$ cat config.mk
export PLATFORM = sky130hd
export DESIGN_NAME = bcd_add_datapath
export DESIGN_NICKNAME = d
export VERILOG_FILES = /design/src/rtl/bcd_add_datapath.sv
export SDC_FILE = /design/constraint.sdc
export NUM_CORES = 1
export LEC_CHECK = 0
export CAP_MARGIN = 20
export CORE_MARGIN = 1.5
export CORE_UTILIZATION = 45
export CTS_CLUSTER_DIAMETER = 40
export DETAILED_ROUTE_END_ITERATION = 12
export PLACE_DENSITY_LB_ADDON = 0.3
export SLEW_MARGIN = 5
export SYNTH_ARGS = -nofsm -noshare
export SYNTH_HDL_FRONTEND = slang
export SYNTH_SLANG_ARGS = --single-unit
$ cat constraint.sdc
create_clock -name CLK -period 3.05 [get_ports CLK]
set_clock_uncertainty 0.2 [all_clocks]
set_input_delay 0.305 -clock CLK [delete_from_list [all_inputs] [get_ports CLK]]
set_output_delay 0.305 -clock CLK [all_outputs]
set_load 0.02 [all_outputs]
$ cat src/rtl/bcd_add_datapath.sv
// BCD adder datapath: responder side of the request/acknowledge handshake.
// Each request line gets its own 4-phase ACK. Operands load from SW, and ADD runs
// digit-serially, one digit per clock. Display ops copy a register into DISP_DATA.
module bcd_add_datapath #(
  parameter int unsigned DIGITS = 2
) (
  input  logic                  CLK,
  input  logic                  RST,
  input  logic [4*DIGITS-1:0]   SW,
  input  logic                  BCD_INIT,
  output logic                  BCD_INIT_ACK,
  input  logic                  BCD_LOAD_A,
  output logic                  BCD_LOAD_A_ACK,
  input  logic                  BCD_LOAD_B,
  output logic                  BCD_LOAD_B_ACK,
  input  logic                  BCD_DISPLAY_A,
  output logic                  BCD_DISPLAY_A_ACK,
  input  logic                  BCD_DISPLAY_B,
  output logic                  BCD_DISPLAY_B_ACK,
  input  logic                  BCD_ADD,
  output logic                  BCD_ADD_ACK,
  input  logic                  BCD_DISPLAY_RESULT_LS,
  output logic                  BCD_DISPLAY_RESULT_LS_ACK,
  input  logic                  BCD_DISPLAY_RESULT_MS,
  output logic                  BCD_DISPLAY_RESULT_MS_ACK,
  output logic [4*DIGITS-1:0]   DISP_DATA,
  output logic                  BCD_ERR
);

  localparam int unsigned W    = 4 * DIGITS;
  localparam int unsigned CntW = (DIGITS > 1) ? $clog2(DIGITS) : 1;
  localparam logic [CntW-1:0] LastDigit = CntW'(DIGITS - 1);

  // Bit positions in the request vector; lower index = higher priority.
  localparam int unsigned ReqInit   = 0;
  localparam int unsigned ReqLoadA  = 1;
  localparam int unsigned ReqLoadB  = 2;
  localparam int unsigned ReqAdd    = 3;
  localparam int unsigned ReqDispA  = 4;
  localparam int unsigned ReqDispB  = 5;
  localparam int unsigned ReqDispLs = 6;
  localparam int unsigned ReqDispMs = 7;

  typedef enum logic [1:0] {StIdle, StAddRun, StAckWait} state_e;

  state_e          state_q;
  logic [7:0]      sel_q;
  logic [7:0]      ack_q;
  logic [W-1:0]    a_q;
  logic [W-1:0]    b_q;
  logic [W+3:0]    res_q;
  logic [W-1:0]    disp_q;
  logic            err_q;
  logic            carry_q;
  logic [CntW-1:0] digit_q;

  logic [7:0]      req;
  logic [7:0]      grant;
  logic            sw_bad;
  logic [3:0]      a_dig;
  logic [3:0]      b_dig;
  logic [4:0]      digit_sum;
  logic [3:0]      sum_dig;
  logic            carry_n;

  assign req = {BCD_DISPLAY_RESULT_MS, BCD_DISPLAY_RESULT_LS, BCD_DISPLAY_B, BCD_DISPLAY_A,
                BCD_ADD, BCD_LOAD_B, BCD_LOAD_A, BCD_INIT};

  // Fixed-priority pick: scan from lowest priority so the highest set request wins.
  always_comb begin
    grant = '0;
    for (int i = 7; i >= 0; i--) begin
      if (req[i]) begin
        grant    = '0;
        grant[i] = 1'b1;
      end
    end
  end

  // Flag any switch nibble outside 0..9.
  always_comb begin
    sw_bad = 1'b0;
    for (int d = 0; d < int'(DIGITS); d++) begin
      if (SW[4*d +: 4] > 4'd9) sw_bad = 1'b1;
    end
  end

  // One BCD digit of the serial add; invalid digits go through the same correction.
  always_comb begin
    a_dig     = a_q[{digit_q, 2'b00} +: 4];
    b_dig     = b_q[{digit_q, 2'b00} +: 4];
    digit_sum = {1'b0, a_dig} + {1'b0, b_dig} + {4'b0000, carry_q};
    if (digit_sum > 5'd9) begin
      sum_dig = digit_sum[3:0] + 4'd6;
      carry_n = 1'b1;
    end else begin
      sum_dig = digit_sum[3:0];
      carry_n = 1'b0;
    end
  end

  // Control FSM with registered datapath and ACK outputs.
  always_ff @(posedge CLK or posedge RST) begin
    if (RST) begin
      state_q <= StIdle;
      sel_q   <= '0;
      ack_q   <= '0;
      a_q     <= '0;
      b_q     <= '0;
      res_q   <= '0;
      disp_q  <= '0;
      err_q   <= 1'b0;
      carry_q <= 1'b0;
      digit_q <= '0;
    end else begin
      unique case (state_q)
        StIdle: begin
          if (|grant) begin
            sel_q <= grant;
            if (grant[ReqAdd]) begin
              res_q   <= '0;
              carry_q <= 1'b0;
              digit_q <= '0;
              state_q <= StAddRun;
            end else begin
              ack_q   <= grant;
              state_q <= StAckWait;
            end
            if (grant[ReqInit]) begin
              a_q    <= '0;
              b_q    <= '0;
              res_q  <= '0;
              disp_q <= '0;
              err_q  <= 1'b0;
            end
            if (grant[ReqLoadA]) begin
              a_q <= SW;
              if (sw_bad) err_q <= 1'b1;
            end
            if (grant[ReqLoadB]) begin
              b_q <= SW;
              if (sw_bad) err_q <= 1'b1;
            end
            if (grant[ReqDispA])  disp_q <= a_q;
            if (grant[ReqDispB])  disp_q <= b_q;
            if (grant[ReqDispLs]) disp_q <= res_q[W-1:0];
            if (grant[ReqDispMs]) disp_q <= {{(W-4){1'b0}}, res_q[W+3:W]};
          end
        end
        StAddRun: begin
          res_q[{digit_q, 2'b00} +: 4] <= sum_dig;
          carry_q <= carry_n;
          if (digit_q == LastDigit) begin
            res_q[W +: 4] <= {3'b000, carry_n};
            ack_q         <= sel_q;
            state_q       <= StAckWait;
          end else begin
            digit_q <= digit_q + 1'b1;
          end
        end
        StAckWait: begin
          // Release once the serviced request is seen low.
          if ((req & sel_q) == 8'h00) begin
            ack_q   <= '0;
            state_q <= StIdle;
          end
        end
        default: state_q <= StIdle;
      endcase
    end
  end

  assign BCD_INIT_ACK              = ack_q[ReqInit];
  assign BCD_LOAD_A_ACK            = ack_q[ReqLoadA];
  assign BCD_LOAD_B_ACK            = ack_q[ReqLoadB];
  assign BCD_ADD_ACK               = ack_q[ReqAdd];
  assign BCD_DISPLAY_A_ACK         = ack_q[ReqDispA];
  assign BCD_DISPLAY_B_ACK         = ack_q[ReqDispB];
  assign BCD_DISPLAY_RESULT_LS_ACK = ack_q[ReqDispLs];
  assign BCD_DISPLAY_RESULT_MS_ACK = ack_q[ReqDispMs];
  assign DISP_DATA                 = disp_q;
  assign BCD_ERR                   = err_q;

endmodule

==> impl_results.md, run 1 <==
- DR WL/cell: 16.35 µm
- Post-placement worst setup slack: 169.5 ps
- I/O Pins: 35
- Critical path buffers and inverters: 1
- Worst min-delay path category: primary input to asynchronous set/reset pin
- Tmin final: 2826 ps
- Vias in the first global route: 2511
- Vias: 2576
- Setup crit end kind: register
- Final core occ: 56.53%
- Post-Syn Area: 3072 µm²
- Status: finished, violations left
- Die X: 85.62 µm
- Syn Area/Cell: 9.481 µm²
- Initial antenna violation count: 0
- WS Path Type: register to register
- Core Region: 6459 µm²
- Max clock buf depth: 2
- Seq/Total Area, Yosys: 43.99%
- Max_cap viols: 0
- Top Family by Delay on Critical Path: adder cells
- Max_slew headroom: 35.24%
- CTS tree: yes
- Clk slew on worst S/H paths: 100 ps
- Num CTS Buffers: 5
- Clock root buffer: clkbuf_8
- # Post-CTS Setup Buffers: 0
- Unrepaired setup endpoints after global routing: no
- Worst Path Arrival: 2850 ps
- Req. time, crit path: 3080 ps
- Synth Flop Type: dfrtp_1
- Final WS setup: 224.0 ps
- Slowest cell on the critical path: fa_1
- Fmax: 353.9 MHz
- H-tree depth: 2
- Pre-antenna DRT Iters: 9
- Setup_tns: 0 ps
- Pin count of the biggest net entering global routing: 55
- Maximum vdd drop: 0.5446 mV
- Worst-Margin Slew: 965.0 ps
- Fill count: 596
- Number of port buffers: 34
- Setup Viol. Count Final: 0
- DP Area: 3538 µm²
- Sequential power share: 35.3%
- Crit-path cells: mux2_2, fa_1, inv_1, fa_1, xor2_1, ha_1, nand3_1, nand3_1, o21ai_0
- Fin. Hold Viols: 0
- Leakage power: 0.001582 µW
- Cell area after layout: 3651 µm²
- Clk pwr share: 16.9%
- Remaining DRCs: 5
- Synth cell types: 45
- Fin crit share: 92.65%
- Drt first-iter violations: 149
- Layout cells sized above 1: 9.777%
- Async S/R FF share, synth: 100.0%
- Synth top area share: 43.99%
- Worst Path Max Fanout: 5
- Power per Cell Area: 795.6 nW/µm²
- Cell taking the most area after synthesis: dfrtp_1
- Worst skew pair latency: 310 ps
- Post-synthesis cell count: 324
- Combinational Power Share: 47.7%
- RePlAce Congestion: 0.8554
- Final net count: 385
- # clock sinks: 54
- Antenna diodes: 0
- Worst path max stage delay: 450 ps
- Vias/cell: 5.922
- Post-route ant nets: 0
- Startpoint Class: register
- Synth Warn #: 0
- Die height: 85.62 µm
- Area Growth Syn to Fin: 18.86%
- GRT overflow: 0
- Die area: 7331 µm²
- EDFF count, synth: 0
- Sw power: 1170 µW
- Net Sw Frac: 40.29%
- Yosys reg bits: 54
- GR Util All Layers: 20.89%
- Synthesized Nets: 351
- # rows: 29
- Int Pwr: 1734 µW
- Most area-consuming cells after synthesis: dfrtp_1 (44%), o21ai_0 (5.5%), nand2_1 (4.8%)
- HPWL Detailed: 5417 µm
- First-pass GRT wire length: 12230 µm
- Fin. max-slew vios: 0
- Initial Util: 47.56%
- Failing checks: DRC
- Final WL: 7113 µm
==> final timing paths <==
path | to | depth (start not counted) | from | slack [ps]
max in group asynchronous | a_q[0] | 3 | RST | 2240
min | ack_q[4] | 3 | RST | 160
min reg2reg | DISP_DATA[2] | 2 | DISP_DATA[2] | 280
max | res_q[2] | 9 | digit_q | 220
min in group CLK | DISP_DATA[2] | 2 | DISP_DATA[2] | 280
max reg2reg | res_q[2] | 9 | digit_q | 220
==> metrics by stage <==
stage	std cells	hold slack, ps	power (µW)
detailed placement	428	269.9	2408
finish	435	158.7	2905
global route	435	201.1	3126
floorplan	324	242.9	2040
global placement	428	263.3	2368
CTS	435	173.9	2900
==> kinds of logic after synthesis <==
| family | share of synthesized area, % |
|---|---|
| AO/OA/AOI/OAI | 25.34 |
| AND/OR/NAND/NOR | 14.83 |
| flip-flops | 43.99 |
| buffers and inverters | 4.154 |
| multiplexers | 7.250 |
| adder cells (fa/ha/maj) | 4.155 |
| XOR/XNOR | 0.2852 |
==> layout by cell type, fill, tap and decap left out, drive strengths merged, types with 2 or more instances in the layout <==
cell / netlist / final
clkbuf: 15 / 6
ha: 7 / 7
dfrtp: 54 / 54
and3: 2 / 2
nor2: 18 / 18
a22oi: 16 / 16
clkdlybuf4s50: 0 / 34
buf: 4 / 12
inv: 12 / 12
a22o: 14 / 14
o31ai: 3 / 3
nand2: 39 / 39
nand3: 13 / 13
nor4: 3 / 3
o21ai: 35 / 35
fa: 2 / 2
o2bb2ai: 14 / 14
a21oi: 15 / 15
and2: 4 / 4
mux2: 13 / 13
a211oi: 3 / 3
a21o: 4 / 4
mux2i: 5 / 5
nor2b: 8 / 8
nand2b: 3 / 3
==> state kept, by name, indices dropped and copies added (netlist names) <==
register   count
state_q        2
digit_q        1
sel_q          8
BCD_ERR        1
b_q            8
res_q          9
ack_q          8
carry_q        1
DISP_DATA      8
a_q            8
==> layer usage <==
layer	share of wire (%)	wire length (µm)	GRT usage, %	up-vias
met5	0	0	0	-
met4	0.59	42	5.132	0
met3	5.2	372	3.850	4
met2	44	3149	31.57	79
met1	50	3548	31.09	1238
li1	-	-	-	1255
==> cells in the mapped netlist, drive strengths merged, types with 4 or more instances <==
master and number:
dfrtp 54, nand2 39, o21ai 35, nor2 18
a22oi 16, a21oi 15, clkbuf 15, a22o 14
o2bb2ai 14, mux2 13, nand3 13, inv 12
nor2b 8, ha 7, mux2i 5, a21o 4
and2 4, buf 4
==> cell type report <==
class	count	area [µm²]	share of cell area, %
sequential	54	1351	37.01
clock buffer	6	82.58	2.262
clock inverter	1	30.03	0.8225
tap	77	96.34	2.639
multi-input combinational	238	1599	43.80
timing repair buffer	46	442.9	12.13
inverter	13	48.80	1.337
==> worst min-delay path: stages <==
cell             delay (ps)
clkdlybuf4s50_1         410
inv_2                    70
buf_12                  270
==> power by group through the flow <==
stage	Clock (µW)	Sequential, µW	Combinational (µW)
after global placement	0	1030	1340
after detailed placement	0	1030	1370
final	492	1030	1390
after CTS	501	1020	1380
after floorplan	0	1010	1030
after global routing	534	1050	1550
==> timing repair <==
item | in CTS | in global routing
hold buffers | 0 | 0
endpoints found under the setup margin | 0 | 1
gates resized for setup | 0 | 1
No activity file was read; power rests on OpenSTA's default activity.
==> run 2, diff against run 1 <==
--- a/config.mk
+++ b/config.mk
@@ -5,7 +5,7 @@
 export SDC_FILE = /design/constraint.sdc
 export NUM_CORES = 1
 export LEC_CHECK = 0
-export CAP_MARGIN = 20
+export CAP_MARGIN = 10
 export CORE_MARGIN = 1.5
 export CORE_UTILIZATION = 45
 export CTS_CLUSTER_DIAMETER = 40
==> results of run 2 <==
The final DEF is identical to that of run 1; final timing and power are the same.
==> run 3, diff against run 2 <==
--- a/config.mk
+++ b/config.mk
@@ -8,8 +8,10 @@
 export CAP_MARGIN = 10
 export CORE_MARGIN = 1.5
 export CORE_UTILIZATION = 45
+export CTS_BUF_LIST = sky130_fd_sc_hd__clkbuf_16
 export CTS_CLUSTER_DIAMETER = 40
 export DETAILED_ROUTE_END_ITERATION = 12
+export GPL_TIMING_DRIVEN = 0
 export PLACE_DENSITY_LB_ADDON = 0.3
 export SLEW_MARGIN = 5
 export SYNTH_ARGS = -nofsm -noshare
==> impl_results.md, run 3 (same netlist as run 1, synthesis figures left out) <==
- Startpoint Class: register
- Fin. max-slew vios: 0
- Vias in the first global route: 2587
- # rows: 29
- DR WL/cell: 17.02 µm
- Maximum vdd drop: 0.4315 mV
- Storage element area: 1353 µm²
- Fin crit share: 95.10%
- Setup crit end kind: register
- Req. time, crit path: 3070 ps
- Max reg flops: 9
- Area Growth Syn to Fin: 20.65%
- Worst min-delay path category: primary input to asynchronous set/reset pin
- RePlAce Congestion: 0.8292
- Clk slew on worst S/H paths: 70 ps
- Max_cap viols: 0
- Num CTS Buffers: 5
- # clock sinks: 54
- Clock root buffer: clkbuf_16
- I/O Pins: 35
- Worst-Margin Slew: 920.6 ps
- Cell area after layout: 3706 µm²
- H-tree depth: 2
- Drt first-iter violations: 154
- Final WL: 7576 µm
- Pwr Total: 3039 µW
- DP Area: 3530 µm²
- Crit-path cells: buf_6, mux2_2, fa_1, inv_1, fa_2, ha_1, nand3_1, nand3_1, o21ai_0
- Max_slew headroom: 38.21%
- Fill count: 591
- Status: finished, violations left
- Vias: 2681
- Die X: 85.62 µm
- Fin. Hold Viols: 0
- Post-route ant nets: 0
- Tmin final: 2900 ps
- Critical Path Most Common Cell: nand3_1
- CTS tree: yes
- Power per Cell Area: 820.0 nW/µm²
- Vias/cell: 6.025
- Multi-input gate area: 1609 µm²
- GR Util All Layers: 22.13%
- Final net count: 394
- Initial Util: 47.56%
- Worst Path Arrival: 2920 ps
- GRT overflow: 0
- Core Region: 6459 µm²
- Die area: 7331 µm²
- Worst skew pair latency: 300 ps
- Die height: 85.62 µm
- Failing checks: DRC
- Commonest non-fill, non-tap cells in the layout: dfrtp_1 (53), nand2_1 (39), clkdlybuf4s50_1 (34)
- Max clock buf depth: 2
- HPWL Detailed: 5609 µm
- Remaining DRCs: 5
- Leakage power: 0.001579 µW
- Fmax: 344.8 MHz
- Unrepaired setup endpoints after global routing: no
- Setup_tns: 0 ps
- First-pass GRT wire length: 12790 µm
- Largest Register: res_q
- WS Path Type: register to register
- Pre-antenna DRT Iters: 9
- Final core occ: 57.38%
- Initial antenna violation count: 0
- Worst Path Max Fanout: 10
- Number of port buffers: 34
- Worst path max stage delay: 490 ps
- Slowest cell on the critical path: fa_2
- Pin count of the biggest net entering global routing: 39
- Layout cells sized above 1: 8.424%
- Antenna diodes: 0
- Commonest non-fill, non-tap cell in the layout: dfrtp_1
- Setup Viol. Count Final: 0
run 3: area by class of cell:
cell class / count / area share [%]
clock buffers: 5 / 3.376
well taps: 77 / 2.600
plain buffers: 18 / 2.228
clock inverters: 3 / 0.4389
multi-input cells: 238 / 43.42
repair buffers: 37 / 10.13
flip-flops and latches: 54 / 36.50
inverters: 13 / 1.317
run 3: timing repair:
action,4_1_cts,5_1_grt
gates resized for setup,4,4
setup buffers,0,2
hold buffers,0,0
setup endpoints to repair,8,15
run 3: final timing paths:
kind	slack, ps	end	depth (start not counted)	from
max	150	res_q[6]	9	digit_q
min in group CLK	280	DISP_DATA[1]	2	DISP_DATA[1]
max reg2reg	150	res_q[6]	9	digit_q
min	120	ack_q[2]	2	RST
max in group asynchronous	1990	digit_q	3	RST
min reg2reg	280	DISP_DATA[1]	2	DISP_DATA[1]
run 3: metal layers:
| layer | up-vias | wire, µm | track usage [%] |
|---|---|---|---|
| met5 | - | 0 | 0 |
| met4 | 0 | 98 | 6.745 |
| met3 | 10 | 355 | 3.946 |
| met2 | 78 | 3466 | 33.93 |
| met1 | 1322 | 3656 | 32.06 |
| li1 | 1271 | - | - |
run 3: metrics by stage:
step / setup WS, ps / hold slack, ps / instances
floorplan: 79.74 / 242.9 / 324
global placement: -201.1 / 262.6 / 435
detailed placement: -265.6 / 271.4 / 436
CTS: 8.193 / 139.1 / 443
global route: 5.272 / 150.2 / 445
finish: 149.6 / 116.1 / 445
run 3: worst max-delay path, delay by kind of cell, from the launching register on:
family          cells  cell delay [ps]
simple gates        2              180
compound gates      1              170
flops               1              400
buf+inv             2              260
fa+ha+maj           3             1250
mux                 1              350
run 3: where the power goes:
group          switching, µW  leakage, µW  internal, µW
Clock                    265    0.0000672           301
Combinational            824     0.000781           618
Sequential               161     0.000730           870
